### src/rtl/seq_divider_pkg.sv
// rtl/seq_divider_pkg.sv - state encoding shared by the sequential divider
package seq_divider_pkg;

    typedef enum logic [1:0] {
        DIV_IDLE = 2'd0,
        DIV_CALC = 2'd1,
        DIV_DONE = 2'd2
    } div_state_e;

endpackage

### src/rtl/seq_divider_div_step.sv
// rtl/seq_divider_div_step.sv - one restoring division iteration, purely combinational
module div_step #(
    parameter int WIDTH = 32
) (
    input  logic [WIDTH-1:0] rem_i,
    input  logic [WIDTH-1:0] divisor_i,
    input  logic             bit_i,
    output logic [WIDTH-1:0] rem_o,
    output logic             q_o
);

    logic [WIDTH:0] shifted;
    logic [WIDTH:0] diff;

    // The held remainder is always below the divisor, so it fits WIDTH bits;
    // the shifted trial value needs one more and the borrow is diff[WIDTH].
    always_comb begin
        shifted = {rem_i, bit_i};
        diff    = shifted - {1'b0, divisor_i};
        q_o     = ~diff[WIDTH];
        rem_o   = diff[WIDTH] ? shifted[WIDTH-1:0] : diff[WIDTH-1:0];
    end

endmodule

### src/rtl/seq_divider.sv
// rtl/seq_divider.sv - multi-cycle radix-2 restoring divider with ready/valid, tag and flush
module seq_divider
    import seq_divider_pkg::*;
#(
    parameter int WIDTH = 32,
    parameter int TAG_W = 4
) (
    input  logic             clk,
    input  logic             resetn,
    input  logic             flush,
    input  logic             in_valid,
    output logic             in_ready,
    input  logic             in_is_unsigned,
    input  logic             in_use_mod,
    input  logic [TAG_W-1:0] in_tag,
    input  logic [WIDTH-1:0] src1,
    input  logic [WIDTH-1:0] src2,
    output logic             out_valid,
    input  logic             out_ready,
    output logic [WIDTH-1:0] out_result,
    output logic [TAG_W-1:0] out_tag,
    output logic             out_div0
);

    localparam int               CNT_W   = $clog2(WIDTH);
    localparam logic [WIDTH-1:0] MIN_VAL = {1'b1, {(WIDTH-1){1'b0}}};

    div_state_e       state_q, state_d;
    logic [CNT_W-1:0] cnt_q, cnt_d;
    logic             prep_q, prep_d;
    logic [WIDTH-1:0] rem_q, rem_d;
    logic [WIDTH-1:0] dvd_q, dvd_d;
    logic [WIDTH-1:0] dsr_q, dsr_d;
    logic             uns_q, uns_d;
    logic             mod_q, mod_d;
    logic             neg_quo_q, neg_quo_d;
    logic             neg_rem_q, neg_rem_d;
    logic [TAG_W-1:0] tag_q, tag_d;
    logic [TAG_W-1:0] out_tag_q, out_tag_d;
    logic [WIDTH-1:0] res_q, res_d;
    logic             div0_q, div0_d;

    logic [WIDTH-1:0] step_rem;
    logic             step_bit;
    logic [WIDTH-1:0] quo;

    div_step #(.WIDTH(WIDTH)) u_step (
        .rem_i     (rem_q),
        .divisor_i (dsr_q),
        .bit_i     (dvd_q[WIDTH-1]),
        .rem_o     (step_rem),
        .q_o       (step_bit)
    );

    // Quotient bits shift into the dividend register as dividend bits leave it.
    assign quo        = {dvd_q[WIDTH-2:0], step_bit};
    assign in_ready   = (state_q == DIV_IDLE);
    assign out_valid  = (state_q == DIV_DONE);
    assign out_result = res_q;
    assign out_tag    = out_tag_q;
    assign out_div0   = div0_q;

    always_comb begin
        state_d   = state_q;
        cnt_d     = cnt_q;
        prep_d    = prep_q;
        rem_d     = rem_q;
        dvd_d     = dvd_q;
        dsr_d     = dsr_q;
        uns_d     = uns_q;
        mod_d     = mod_q;
        neg_quo_d = neg_quo_q;
        neg_rem_d = neg_rem_q;
        tag_d     = tag_q;
        out_tag_d = out_tag_q;
        res_d     = res_q;
        div0_d    = div0_q;

        if (flush) begin
            state_d = DIV_IDLE;
        end else begin
            case (state_q)
                DIV_IDLE: begin
                    if (in_valid) begin
                        state_d = DIV_CALC;
                        prep_d  = 1'b1;
                        cnt_d   = CNT_W'(WIDTH-1);
                        rem_d   = '0;
                        dvd_d   = src1;
                        dsr_d   = src2;
                        uns_d   = in_is_unsigned;
                        mod_d   = in_use_mod;
                        tag_d   = in_tag;
                    end
                end
                DIV_CALC: begin
                    // First CALC cycle resolves short-cuts and takes magnitudes,
                    // keeping the compare and negate logic off the accept path.
                    if (prep_q) begin
                        prep_d    = 1'b0;
                        neg_quo_d = !uns_q && (dvd_q[WIDTH-1] ^ dsr_q[WIDTH-1]);
                        neg_rem_d = !uns_q && dvd_q[WIDTH-1];
                        if (dsr_q == '0) begin
                            state_d   = DIV_DONE;
                            res_d     = mod_q ? dvd_q : '1;
                            div0_d    = 1'b1;
                            out_tag_d = tag_q;
                        end else if (!uns_q && dvd_q == MIN_VAL && dsr_q == '1) begin
                            state_d   = DIV_DONE;
                            res_d     = mod_q ? '0 : MIN_VAL;
                            div0_d    = 1'b0;
                            out_tag_d = tag_q;
                        end else begin
                            if (!uns_q && dvd_q[WIDTH-1]) dvd_d = -dvd_q;
                            if (!uns_q && dsr_q[WIDTH-1]) dsr_d = -dsr_q;
                        end
                    end else begin
                        rem_d = step_rem;
                        dvd_d = quo;
                        if (cnt_q == '0) begin
                            state_d   = DIV_DONE;
                            div0_d    = 1'b0;
                            out_tag_d = tag_q;
                            if (mod_q) res_d = neg_rem_q ? -step_rem : step_rem;
                            else       res_d = neg_quo_q ? -quo : quo;
                        end else begin
                            cnt_d = cnt_q - 1'b1;
                        end
                    end
                end
                DIV_DONE: begin
                    if (out_ready) state_d = DIV_IDLE;
                end
                default: state_d = DIV_IDLE;
            endcase
        end
    end

    always_ff @(posedge clk or negedge resetn) begin
        if (!resetn) begin
            state_q   <= DIV_IDLE;
            cnt_q     <= '0;
            prep_q    <= 1'b0;
            rem_q     <= '0;
            dvd_q     <= '0;
            dsr_q     <= '0;
            uns_q     <= 1'b0;
            mod_q     <= 1'b0;
            neg_quo_q <= 1'b0;
            neg_rem_q <= 1'b0;
            tag_q     <= '0;
            out_tag_q <= '0;
            res_q     <= '0;
            div0_q    <= 1'b0;
        end else begin
            state_q   <= state_d;
            cnt_q     <= cnt_d;
            prep_q    <= prep_d;
            rem_q     <= rem_d;
            dvd_q     <= dvd_d;
            dsr_q     <= dsr_d;
            uns_q     <= uns_d;
            mod_q     <= mod_d;
            neg_quo_q <= neg_quo_d;
            neg_rem_q <= neg_rem_d;
            tag_q     <= tag_d;
            out_tag_q <= out_tag_d;
            res_q     <= res_d;
            div0_q    <= div0_d;
        end
    end

endmodule

### config.mk
export PLATFORM = sky130hd
export DESIGN_NAME = seq_divider
export DESIGN_NICKNAME = d
export VERILOG_FILES = /design/src/rtl/seq_divider_pkg.sv /design/src/rtl/seq_divider_div_step.sv /design/src/rtl/seq_divider.sv
export SDC_FILE = /design/constraint.sdc
export NUM_CORES = 1
export LEC_CHECK = 0
export CAP_MARGIN = 20
export CORE_ASPECT_RATIO = 0.75
export CORE_MARGIN = 8
export CORE_UTILIZATION = 45
export DETAILED_ROUTE_END_ITERATION = 16
export GPL_ROUTABILITY_DRIVEN = 0
export PLACE_DENSITY = 0.72
export SYNTH_ARGS = -nofsm -noshare
export SYNTH_HDL_FRONTEND = slang
export SYNTH_HIERARCHICAL = 1
export SYNTH_SLANG_ARGS = --single-unit
### constraint.sdc
create_clock -name clk -period 8.3 [get_ports clk]
set_input_delay 1.66 -clock clk [delete_from_list [all_inputs] [get_ports clk]]
set_output_delay 1.66 -clock clk [all_outputs]
set_load 0.02 [all_outputs]
==> flow_summary.json <==
{
  "cts_setup_buffers": 0,
  "drc": 0,
  "multi_input_comb_area_um2": 7700,
  "numCtsBuffers": 17,
  "ant_nets": 0,
  "async_flop_share_pct": 100,
  "wl_per_cell_um": 22.3,
  "final_cell_mix": "nand2_1, dfrtp_1, nor2_1",
  "clk_pin_slew_ns": 0.06,
  "crit_arrival_ns": 7.05,
  "io_buffer_count": 113,
  "post-dp-hpwl_um": 31200,
  "drt-initial-drc-count": 1901,
  "post-route-period-util_pct": 81.0,
  "syn_nets": 1624,
  "nNetsFinal": 1660,
  "status": "finished, final reports clean",
  "clockBufferDepth": 2,
  "dieArea_um2": 32500,
  "grt_pass1_wl_um": 65600,
  "fin_skew_ns": 0.0101,
  "wirelength_um": 42500,
  "antenna_found_initial": 0,
  "synth.area.top_cells": "dfrtp_1, nand2_1, a21oi_1",
  "sw_frac_of_total_pct": 47.6,
  "rsz0062_at_grt": "no",
  "hp-start": "out_tag[1]$_DFFE_PN0P_",
  "die_w_um": 205,
  "drtPass1Iterations": 7,
  "peakVddDrop_uv": 215,
  "netlist_area_um2": 12100,
  "yosysTopAreaCell": "dfrtp_1",
  "ctsRootBufferMaster": "clkbuf_16",
  "drive_gt1_share_pct": 6.93,
  "placementRows": 52,
  "leakage_nw": 5.82,
  "worstHoldPathType": "reg2reg",
  "fmax_mhz": 149,
  "area.sequential_um2": 3730,
  "worstSetupPathType": "reg2reg",
  "track_usage_pct": 25.6,
  "vias": 12440,
  "p_int_mw": 2.33,
  "cp_max_fo": 30,
  "clock-sinks": 149,
  "grt_busiest_layer": "met1",
  "core_area_um2": 26700,
  "synth_flop_cell": "dfrtp_1",
  "synth-seq-cells": 149,
  "htree_levels": 4,
  "seq_area_frac_synth_pct": 30.8,
  "clockPowerShare_pct": 18.7,
  "ios": 114,
  "grtUsageMet1_pct": 38.4,
  "dp_cells": 1875,
  "hold_buffers": 0,
  "worstMarginPinSlew_ns": 1.01,
  "grt_pass1_vias": 11605,
  "crit_path_end_kind": "flip-flop",
  "start_util_pct": 45.3,
  "drv_cap": 0,
  "avgSynthCellArea_um2": 8.02,
  "vias_per_cell": 6.52,
  "drv_slew": 0,
  "hold_viol_final": 0,
  "synth_edf_count": 0,
  "slew_headroom_pct": 32.3,
  "final_cells": 1909,
  "synth_cells": 1509,
  "setup_violations": 0,
  "layout_commonest_cell": "nand2_1",
  "fin_crit_ns": 6.72,
  "p_sw_mw": 2.12,
  "cts_tree": "yes",
  "cp-start-kind": "flip-flop",
  "fillers": 2500,
  "comb_power_share_pct": 46.9,
  "grt_overflow_total": 0,
  "crit_required_ns": 8.63,
  "grt_start_max_net_pins": 80,
  "clock_latency_ns": 0.44,
  "synth_top_area_share_pct": 30.8,
  "powerDensity_nw_per_um2": 318,
  "n_antenna_cell": 0,
  "grt_util_met3_pct": 7.55,
  "reg2reg_from": "dvd_q[31]$_DFFE_PN0P_",
  "cts_resized": 0,
  "synth_cell_types": 94,
  "die_h_um": 158,
  "pwr-share-seq_pct": 34.4,
  "use_met2_pct": 34.6,
  "area_delta_synth_final_pct": 15.6,
  "critPathLaunch": "dvd_q[31]$_DFFE_PN0P_",
  "synth_warnings": 6,
  "fin_tns_setup_ns": 0
}
synthesized netlist by cell type, types with 36 or more instances:
master / number
xnor2_1: 52
nor3_1: 36
clkbuf_1: 81
nand2_1: 158
inv_1: 54
a21oi_1: 115
o21ai_0: 104
dfrtp_1: 149
ha_1: 39
nor2_1: 119
a22o_1: 37
xor2_1: 38
a31oi_1: 36
per-layer routing:
metal	up-vias	wire length (um)
met5	-	55
met4	2	1020
met3	110	5610
met2	811	16800
met1	5882	19100
li1	5635	-
metrics by stage:
step           utilization, %  setup WS (ns)  cell area [um2]  power, mW  hold slack (ns)
3_3_place_gp             49.9           1.96            13300       3.46            0.455
4_1_cts                  52.2           1.77            14000       4.36            0.474
6_report                 52.3           1.58            14000       4.45            0.463
3_5_place_dp             49.9           1.81            13300       3.52            0.459
5_1_grt                  52.3           1.06            14000       4.68            0.497
2_1_floorplan               -           3.27            12100       2.74            0.446
power by group through the flow:
stage,Combinational (mW),Sequential [mW],Clock [mW]
after floorplan,1.49,1.25,0
after global placement,1.98,1.48,0
after detailed placement,2.02,1.49,0
after CTS,2.04,1.48,0.840
after global routing,2.26,1.55,0.870
final,2.09,1.53,0.830
registers in the layout (all words and copies together), names as in the netlist:
register and cells:
rem_q 32, tag_q 4, dvd_q 32, neg_rem_q 1
uns_q 1, out_div0 1, neg_quo_q 1, out_tag 4
prep_q 1, dsr_q 32, out_result 32, mod_q 1
state_q 2, cnt_q 5
worst max-delay path: stages, from the launching register on:
cell and delay, ns:
dfrtp_1 0.55, inv_1 0.09, ha_1 0.22, fa_1 0.41, and2b_1 0.24, o2111ai_1 0.16
a21oi_2 0.27, o2111ai_1 0.20, a211oi_2 0.29, nor2_2 0.11, mux2i_1 0.73, and2_4 0.38
inv_2 0.33, mux2_4 0.43, nor4_1 0.68, nand4_1 0.53, o41ai_1 0.45, xnor2_1 0.12
a22oi_1 0.14, a21oi_1 0.10, a21o_1 0.17
worst paths after layout:
| check | end | slack, ns | cells past startpoint |
|---|---|---|---|
| max in group asynchronous | rem_q[29]$_DFFE_PN0P_ | 5.96 | 3 |
| setup / recovery | out_result[20]$_DFFE_PN0P_ | 1.58 | 20 |
| hold / removal | out_tag[1]$_DFFE_PN0P_ | 0.46 | 2 |
| min in group asynchronous | dvd_q[18]$_DFFE_PN0P_ | 1.23 | 1 |
| hold reg to reg | out_tag[1]$_DFFE_PN0P_ | 0.46 | 2 |
| setup reg to reg | out_result[20]$_DFFE_PN0P_ | 1.58 | 20 |
kinds of logic (layout without fill, tap and decap cells):
| logic type | Yosys count | after routing | share of synthesized area (%) |
|---|---|---|---|
| simple gates | 516 | 516 | 21.5 |
| xor+xnor | 90 | 90 | 6.51 |
| flops | 149 | 149 | 30.8 |
| compound gates | 509 | 509 | 27.4 |
| mux | 34 | 34 | 3.68 |
| fa+ha+maj | 40 | 40 | 4.20 |
| buf+inv | 171 | 220 | 5.97 |
cell type report:
type,count,area share [%]
multi-input combinational,1189,55.0
inverter,56,1.50
clock inverter,8,0.858
sequential,149,26.6
timing repair buffer,132,9.25
tap,351,3.14
clock buffer,24,3.59
No activity file was read; power rests on OpenSTA's default activity.
